**src/rtl/demux_1t2_buf.sv**
```systemverilog
// -----------------------------------------------------------------------------
// demux_1t2_buf
//
// Buffered 1-to-2 demultiplexer. One valid/ready byte stream arrives with a
// per-beat channel select. Each accepted beat goes into one of two independent
// circular FIFOs. Each FIFO drains through its own valid/ready port, so a
// stalled consumer on one channel never blocks traffic to the other.
//
// Parameters
//   WIDTH    data width of every beat
//   DEPTH    entries per channel FIFO (power of two, >= 2)
//
// Ports
//   clk, rst_n          rising-edge clock, asynchronous active-low reset
//   in_data, in_sel     incoming beat and its destination channel (0 or 1)
//   in_valid, in_ready  input handshake; in_ready = selected channel not full
//   o0_data/o0_valid    channel 0 head entry (0 when empty) and non-empty flag
//   o0_ready            channel 0 consumer accepts the head
//   o1_data/o1_valid    channel 1 head entry (0 when empty) and non-empty flag
//   o1_ready            channel 1 consumer accepts the head
//   cnt0, cnt1          per-channel occupancy, 0..DEPTH
// -----------------------------------------------------------------------------
module demux_1t2_buf #(
    parameter int WIDTH = 8,
    parameter int DEPTH = 2
) (
    input  logic                     clk,
    input  logic                     rst_n,
    input  logic [WIDTH-1:0]         in_data,
    input  logic                     in_sel,
    input  logic                     in_valid,
    output logic                     in_ready,
    output logic [WIDTH-1:0]         o0_data,
    output logic                     o0_valid,
    input  logic                     o0_ready,
    output logic [WIDTH-1:0]         o1_data,
    output logic                     o1_valid,
    input  logic                     o1_ready,
    output logic [$clog2(DEPTH):0]   cnt0,
    output logic [$clog2(DEPTH):0]   cnt1
);

    localparam int AW = $clog2(DEPTH);
    localparam int CW = AW + 1;

    // Per-channel status gathered into packed vectors so the shared input
    // handshake can index them by in_sel.
    logic [1:0]            full;
    logic [1:0]            valid;
    logic [1:0]            out_ready;
    logic [1:0][CW-1:0]    cnt;
    logic [1:0][WIDTH-1:0] head;

    assign out_ready = {o1_ready, o0_ready};

    // Depends only on registered occupancy and in_sel: a full channel never
    // accepts a beat, even in a cycle where its consumer is popping.
    assign in_ready = ~full[in_sel];

    genvar k;
    generate
        for (k = 0; k < 2; k++) begin : g_ch
            logic [WIDTH-1:0] mem [DEPTH];
            logic [AW-1:0]    wptr;
            logic [AW-1:0]    rptr;
            logic [CW-1:0]    occ;
            logic             push;
            logic             pop;
            logic [WIDTH-1:0] head_d;

            assign push = in_valid && in_ready && (in_sel == 1'(k));
            assign pop  = (occ != '0) && out_ready[k];

            // NOTE: sequential state uses non-blocking assignments so every
            // register samples pre-edge values regardless of statement order.
            always_ff @(posedge clk or negedge rst_n) begin
                if (!rst_n) begin
                    wptr <= '0;
                    rptr <= '0;
                    occ  <= '0;
                end else begin
                    // Pointers wrap naturally because DEPTH is a power of two.
                    if (push) wptr <= wptr + AW'(1);
                    if (pop)  rptr <= rptr + AW'(1);
                    case ({push, pop})
                        2'b10:   occ <= occ + CW'(1);
                        2'b01:   occ <= occ - CW'(1);
                        default: occ <= occ;
                    endcase
                end
            end

            // NOTE: the storage array has no reset; stale contents are never
            // visible because the head is forced to 0 whenever occ is 0.
            always_ff @(posedge clk) begin
                if (push) mem[wptr] <= in_data;
            end

            // NOTE: the default is assigned first so no path leaves head_d
            // unassigned, which would otherwise infer a latch.
            always_comb begin
                head_d = '0;
                if (occ != '0) head_d = mem[rptr];
            end

            assign full[k]  = (occ == CW'(DEPTH));
            assign valid[k] = (occ != '0);
            assign cnt[k]   = occ;
            assign head[k]  = head_d;
        end
    endgenerate

    assign o0_data  = head[0];
    assign o0_valid = valid[0];
    assign cnt0     = cnt[0];
    assign o1_data  = head[1];
    assign o1_valid = valid[1];
    assign cnt1     = cnt[1];

endmodule

```
**config.mk**
```make
export PLATFORM = sky130hd
export DESIGN_NAME = demux_1t2_buf
export DESIGN_NICKNAME = d
export VERILOG_FILES = /design/src/rtl/demux_1t2_buf.sv
export SDC_FILE = /design/constraint.sdc
export NUM_CORES = 1
export LEC_CHECK = 0
export CAP_MARGIN = 25
export CORE_ASPECT_RATIO = 2
export CORE_MARGIN = 2
export CORE_UTILIZATION = 46
export CTS_BUF_LIST = sky130_fd_sc_hd__clkbuf_4 sky130_fd_sc_hd__clkbuf_8
export CTS_CLUSTER_DIAMETER = 60
export DETAILED_ROUTE_END_ITERATION = 6
export GPL_ROUTABILITY_DRIVEN = 1
export GPL_TIMING_DRIVEN = 0
export MAX_ROUTING_LAYER = met4
export PLACE_DENSITY = 0.89
export SETUP_SLACK_MARGIN = 0.02
export SLEW_MARGIN = 20
export SYNTH_ARGS = -nofsm -noshare
export SYNTH_HDL_FRONTEND = slang
export SYNTH_SLANG_ARGS = --single-unit
```
**constraint.sdc**
```tcl
create_clock -name clk -period 1.6 [get_ports clk]
set_clock_uncertainty 0.15 [all_clocks]
set_input_delay 0.32 -clock clk [delete_from_list [all_inputs] [get_ports clk]]
set_output_delay 0.32 -clock clk [all_outputs]
set_load 0.005 [all_outputs]
```
==> PnR_summary.wiki, run 1 <==
{| class="wikitable"
! Metric !! Value
|-
| Clock insertion delay at the later pin of the skew report || 0.29 ns
|-
| Power density over the cells || around 2000 nW/um2
|-
| Number of instances in the synthesized netlist || 105
|-
| Worst min path class || in -> async
|-
| Reg-to-reg endpoint || cnt0[1]
|-
| Worst reg2reg path startpoint || cnt0[1]
|-
| Number of library cell types mapped by synthesis || 15
|-
| Port Buffer Count || 36
|-
| Most area-hungry cell type in the Yosys netlist || edfxtp_1
|-
| Area of the die || roughly 4000 um2
|-
| Mapped Nets || between 100 and 150
|-
| Hold_buf cts || 0
|-
| Slew of the pin with the lowest slew margin || 0.404 ns
|-
| Delay of the slowest cell on the worst path || between 0.4 and 0.5 ns
|-
| Height of the die || ~90 um
|-
| Crit path DAT || approximately 1.3 ns
|-
| CTS Root Buffer Type || clkbuf_8
|-
| Critical-path top delay cell || dfrtp_2
|-
| Antenna violations before repair || 0
|-
| Share of Yosys cell area claimed by the top area cell type || between 50 and 60%
|-
| Half-perimeter wire length after detailed placement || about 2.3 mm
|-
| Area added between synthesis and finish || 50.2%
|-
| Post-route worst setup slack || -0.178 ns
|-
| Worst Hold Margin || around 0.17 ns
|-
| Overall Power || between 4 and 5 mW
|-
| Status || finished with violations
|-
| Post-route DRC || 0
|-
| Cells taking the most area after synthesis || edfxtp_1, dfrtp_1, mux2i_1
|-
| Slew headroom || around 73%
|-
| Ratio of routed vias to standard cells || around 5.4
|-
| Period minus WS final || roughly 1.8 ns
|-
| Total CTS buffers || 5
|-
| Detail-routed net length per standard cell || 20.9 um
|-
| CP Capture Type || output pin
|-
| Unrepaired setup endpoints after global routing || true
|-
| First-pass GRT wire length || around 6.2 mm
|-
| Starting Density || between 40% and 50%
|-
| Total grt overflow || 0
|-
| Die X || ~46 um
|-
| Post-Syn Area per Cell || roughly 15 um2
|-
| Clock-pin slew on the worst setup and hold paths || roughly 0.080 ns
|-
| Clock Sink Count || 40
|-
| NumNets Final || between 150 and 200
|-
| Max-cap check violation count || 0
|-
| TritonCTS clock tree || yes
|-
| Max Root-Sink Buffers || 2
|-
| Failing checks || setup timing
|-
| Number of iterations in the first detailed-routing pass || 4
|-
| Antenna-violating nets left || 0
|-
| Post-synthesis sequential area ratio || between 70% and 80%
|-
| Via count of the first global-routing pass || approximately 1,200
|-
| Pin count of the biggest net entering global routing || 14
|-
| IO Count || 37
|-
| Setup CP Type || reg -> out
|-
| Leakage power || 1.02 nW
|-
| H-Tree Depth || 2
|-
| Share of post-route cells with drive strength above 1 || a little under half
|-
| Top achievable clock speed || approximately 560 MHz
|-
| Largest delay contributor family on the critical path || flip-flops
|-
| Crit share post-route || 111%
|-
| Worst vdd rail ir drop || around 0.0016 V
|-
| Weighted congestion reported at the end of routability-driven placement || just under 0.8
|-
| Data required time of the worst path || ~1.1 ns
|-
| R2r worst-path depth || 7
|-
| Buf/Inv on CP || 1
|-
| Maximum fanout encountered on the critical timing path || 3
|-
| Critical path origin || cnt1[0]
|-
| Flops & latches, synth || 40
|-
| Critical path depth || 3
|-
| Internal reg-to-reg setup slack || -0.11 ns
|-
| Total Routed Length || roughly 4.3 mm
|-
| CP endpoint || in_ready
|-
| Final Max Slew Viols || 0
|-
| Iteration-0 DRC Markers || 20
|-
| Series of cell instances along the critical path || nand2b_4 > mux2_4 > buf_6
|-
| Floorplan Core Area || roughly 3400 um2
|-
| Pre-CTS setup slack || -0.540 ns
|-
| Number of antenna repair diodes || 0
|-
| Crit start category || flip-flop
|-
| Floorplan row count || 30
|-
| Total number of yosys warnings || 0
|-
| Final-report setup violation count || 22
|-
| Hold violation total from the final report || 0
|-
| Post-synth design cell area || 1620 um2
|-
| Combined global-route utilization of all metal layers || 23.9%
|-
| Detailed-route via count || about 1,100
|}
## per-stage QoR
stage | std cells | util [%] | TNS (ns) | area [um2]
detailed placement | 173 | 59.9 | -19.79 | 2020
global route | 204 | 71.9 | -3.09 | 2430
finish | 204 | 71.9 | -1.89 | 2430
CTS | 200 | 68.3 | -2.58 | 2310
global placement | 173 | 59.9 | -16.52 | 2020
floorplan | 105 | - | -0.107 | 1620
## worst min path at each step
stage	from	end	slack [ns]
floorplan	rst_n	cnt0[0]	-0.13
global placement	g_ch[0].wptr	g_ch[0].wptr	0.33
detailed placement	g_ch[0].wptr	g_ch[0].wptr	0.37
CTS	rst_n	g_ch[1].rptr	0.19
global route	rst_n	g_ch[1].wptr	0.20
finish	rst_n	g_ch[1].wptr	0.17
## cells in the mapped netlist, drive strengths merged
library cell,instances
xnor2,6
nand3b,1
nand2b,2
mux2,1
nand3,1
ha,2
nor2,24
dfrtp,8
buf,2
mux2i,16
edfxtp,32
nor2b,2
xor2,4
inv,4
## state kept, by name, indices dropped and copies added, names as in the netlist
name       cells
cnt0           2
cnt1           2
g_ch.mem      32
g_ch.rptr      2
g_ch.wptr      2
## layout make-up
| class | instances | area (um2) |
|---|---|---|
| buffer | 2 | 22.5 |
| clock buffer | 6 | 76.3 |
| clock inverter | 2 | 60.1 |
| fill | 194 | 951 |
| inverter | 4 | 15.0 |
| multi-input combinational | 59 | 556 |
| sequential | 40 | 1170 |
| tap | 32 | 40.0 |
| timing repair buffer | 59 | 492 |
## placed cells by master (no fill, tap or decap)
cell	n
buf_2	17
buf_4	11
buf_6	17
bufinv_16	2
clkbuf_2	1
clkbuf_4	1
clkbuf_8	5
clkdlybuf4s15_1	1
clkdlybuf4s50_1	11
dfrtp_1	4
dfrtp_2	4
dlygate4sd2_1	2
dlymetal6s2s_1	1
edfxtp_1	32
ha_4	2
inv_1	2
inv_2	2
mux2_4	1
mux2i_1	14
mux2i_2	2
nand2b_4	2
nand3_4	1
nand3b_4	1
nor2_1	16
nor2_2	2
nor2_4	6
nor2b_2	1
nor2b_4	1
xnor2_1	5
xnor2_2	1
xor2_1	4
## power by group
| part | internal, mW | total, mW | switching (mW) |
|---|---|---|---|
| Combinational | 1.27 | 2.29 | 1.02 |
| Sequential | 1.36 | 1.55 | 0.183 |
| Clock | 0.641 | 0.990 | 0.349 |
| Total | 3.27 | 4.82 | 1.55 |
## what timing repair did
item / in CTS / in global routing
resized for setup: 120 / 21
setup endpoints to repair: 59 / 57
cloned: 2 / 0
buffers inserted: 17 / 5
pin swaps: 12 / 13
## per-layer routing
| layer | wire [um] | GRT usage, % |
|---|---|---|
| met5 | 0 | - |
| met4 | 233 | 13.5 |
| met3 | 270 | 7.01 |
| met2 | 2270 | 39.6 |
| met1 | 1490 | 23.7 |
## kinds of logic (layout without fill, tap and decap cells)
kind of cell,count (synthesis),in the layout,synth area share (%)
adder cells (fa/ha/maj),2,2,1.55
flip-flops,40,40,71.8
multiplexers,17,17,10.6
AND/OR/NAND/NOR,30,30,9.06
XOR/XNOR,10,10,5.42
buffers and inverters,6,73,1.55
No activity file was read; power rests on OpenSTA's default activity.
==> inputs of run 2 (changes only) <==
--- a/config.mk
+++ b/config.mk
@@ -17,6 +17,7 @@
 export MAX_ROUTING_LAYER = met4
 export PLACE_DENSITY = 0.89
 export SETUP_SLACK_MARGIN = 0.02
+export SKIP_CTS_REPAIR_TIMING = 1
 export SLEW_MARGIN = 20
 export SYNTH_ARGS = -nofsm -noshare
 export SYNTH_HDL_FRONTEND = slang
==> run 2 against run 1 <==
  * Worst hold slack got worse by 0.0065 ns
  * Cell count rose by 3.4%
  * Flip-flop and latch count did not move
  * Critical path type unchanged
  * Routed wire length barely moved
  * The run still ends with setup timing left
  * Critical path depth fell by 1
  * Clock-buffer cell count did not move
==> PnR_summary.wiki, run 2 (synthesis results as in run 1) <==
{| class="wikitable"
! Metric !! Value
|-
| Antenna violations before repair || 0 (unchanged)
|-
| Pin count of the biggest net entering global routing || 14 (unchanged)
|-
| Slew of the pin with the lowest slew margin || 0.417 ns (+0.0133 ns)
|-
| Most flops, register || g_ch.mem
|-
| Starting Density || 47.9% (unchanged)
|-
| Total CTS buffers || 5 (unchanged)
|-
| Final-report setup violation count || 22 (unchanged)
|-
| Post-route worst setup slack || -0.232 ns (-0.0537 ns)
|-
| Floorplan Core Area || 3380 um2 (unchanged)
|-
| Number of iterations in the first detailed-routing pass || 5 (+1)
|-
| Slew headroom || 72.1% (-0.89 points)
|-
| Detailed-route via count || 1,176 (+6.8%)
|-
| Area of the die || 4030 um2 (unchanged)
|-
| Switching share of total power || 32.5% (+0.28 points)
|-
| Max Root-Sink Buffers || 2 (unchanged)
|-
| IO Count || 37 (unchanged)
|-
| Pre-CTS setup slack || -0.540 ns (unchanged)
|-
| Iteration-0 DRC Markers || 40 (+100%)
|-
| H-Tree Depth || 2 (unchanged)
|-
| Final non-filler cell total || 211 (+3.4%)
|-
| Switching pwr || 1.60 mW (+3.2%)
|-
| Area added between synthesis and finish || 53.4%
|-
| Failing checks || setup timing
|-
| Height of the die || 87.8 um (unchanged)
|-
| Number of antenna repair diodes || 0 (unchanged)
|-
| Unrepaired setup endpoints after global routing || true
|-
| Crit path DAT || 1.36 ns (+0.05 ns)
|-
| Half-perimeter wire length after detailed placement || 2.27 mm (unchanged)
|-
| Die X || 45.9 um (unchanged)
|-
| Sequential power share || 32.1% (about the same)
|-
| Global routing usage on met3 || 3.71% (-3.3 points)
|-
| Most used routing layer in global routing || met2
|-
| Met1 GRT Util || 16.6% (-7.0 points)
|-
| NumNets Final || 194 (+3.7%)
|-
| Port Buffer Count || 36 (unchanged)
|-
| Top achievable clock speed || 546 MHz (-2.9%)
|-
| Ratio of routed vias to standard cells || 5.57 (+3.3%)
|-
| Detail-routed net length per standard cell || 20.2 um (-3.3%)
|-
| CTS Root Buffer Type || clkbuf_8
|-
| Crit start category || flip-flop
|-
| Combinational Power Share || 47.6% (about the same)
|-
| Number of flip-flops under the largest register name || 32 (unchanged)
|-
| Total grt overflow || 0 (unchanged)
|-
| Final Max Slew Viols || 0 (unchanged)
|-
| Power density over the cells || 1990 nW/um2 (+0.15%)
|-
| Total Routed Length || 4.27 mm (about the same)
|-
| Crit share post-route || 114% (+3.4 points)
|-
| Int Power || 3.33 mW (+1.9%)
|-
| Leakage power || 1.07 nW (+5.1%)
|-
| Hold violation total from the final report || 0 (unchanged)
|-
| Floorplan row count || 30 (unchanged)
|-
| TritonCTS clock tree || yes
|-
| Status || finished with violations
|-
| First-pass GRT wire length || 4.84 mm (-22%)
|-
| Post-route DRC || 0 (unchanged)
|-
| Met2 Use GR || 32.8% (-6.8 points)
|-
| Period minus WS final || 1.83 ns (+0.0537 ns)
|-
| Combined global-route utilization of all metal layers || 18.2% (-5.7 points)
|-
| CP Capture Type || output pin
|-
| Clock insertion delay at the later pin of the skew report || 0.30 ns (about the same)
|-
| Antenna-violating nets left || 0 (unchanged)
|-
| Maximum fanout encountered on the critical timing path || 4 (+1)
|-
| Clock Sink Count || 40 (unchanged)
|-
| Clock network fraction of total power || 20.3% (-0.2 points)
|-
| Worst vdd rail ir drop || 0.00136 V (-14%)
|-
| Most common cell after layout, fill and taps aside || edfxtp_1
|-
| # fillers || 199 (+2.6%)
|-
| Worst min path class || in -> async
|-
| Weighted congestion reported at the end of routability-driven placement || 0.782 (unchanged)
|-
| Commonest cells after routing, fill and taps aside || edfxtp_1, nor2_1, clkbuf_2, buf_4, mux2i_1
|-
| Number of instances in the placed design || 173 (unchanged)
|-
| Data required time of the worst path || 1.13 ns (about the same)
|-
| Via count of the first global-routing pass || 1,044 (-12%)
|-
| Clock-pin slew on the worst setup and hold paths || 0.09 ns (about the same)
|-
| Share of post-route cells with drive strength above 1 || 45.3% (-1.3 points)
|-
| Total negative setup slack || -2.94 ns (-1.05 ns)
|-
| Setup CP Type || reg -> out
|-
| Max-cap check violation count || 0 (unchanged)
|}
[run 2: final cells by class]
class	instances	area [um2]	area share (%)
Tap cell	32	40.0	1.61
Sequential cell	40	1170	47.0
Clock inverter	2	60.1	2.42
Multi-Input combinational cell	61	562	22.7
Clock buffer	6	76.3	3.08
Buffer	2	22.5	0.908
Inverter	4	15.0	0.605
Timing Repair Buffer	64	538	21.7
[run 2: power groups by stage]
stage               Combinational [mW]  Sequential [mW]  Clock (mW)
floorplan                        0.787             1.49           0
finish                            2.35             1.59        1.00
global route                      2.49             1.60        1.04
detailed placement                1.58             1.52           0
CTS                               1.61             1.51       0.964
global placement                  1.52             1.50           0
[run 2: metrics by stage]
stage / power [mW] / util, % / hold slack [ns] / instance area (um2)
2_1_floorplan: 2.28 / - / -0.126 / 1620
3_3_place_gp: 3.02 / 59.9 / 0.332 / 2020
3_5_place_dp: 3.10 / 59.9 / 0.369 / 2020
4_1_cts: 4.08 / 63.9 / 0.190 / 2160
5_1_grt: 5.13 / 73.4 / 0.204 / 2480
6_report: 4.94 / 73.4 / 0.163 / 2480
[run 2: layer usage]
layer  vias up  part of all wire, %  wire, um
li1        513                    -         -
met1       575                   37      1560
met2        71                   53      2250
met3        17                  6.1       259
met4         0                  4.7       199
met5         -                    0         0
[run 2: final timing paths]
| kind | cells after the start | endpoint | start | slack (ns) |
|---|---|---|---|---|
| min in group clk | 3 | g_ch[1].wptr | in_sel | 0.34 |
| setup / recovery | 2 | cnt0[1] | cnt0[1] | -0.23 |
| max in group asynchronous | 1 | cnt0[0] | rst_n | 0.81 |
| hold / removal | 1 | g_ch[1].rptr | rst_n | 0.16 |
| setup reg to reg | 7 | cnt0[1] | cnt0[1] | -0.13 |
| hold reg to reg | 1 | g_ch[1].wptr | g_ch[1].wptr | 0.44 |
[run 2: worst max-delay path, cell delays in order (launching register included)]
cell,delay (ns)
dfrtp_2,0.44
buf_4,0.14
clkdlybuf4s50_1,0.49
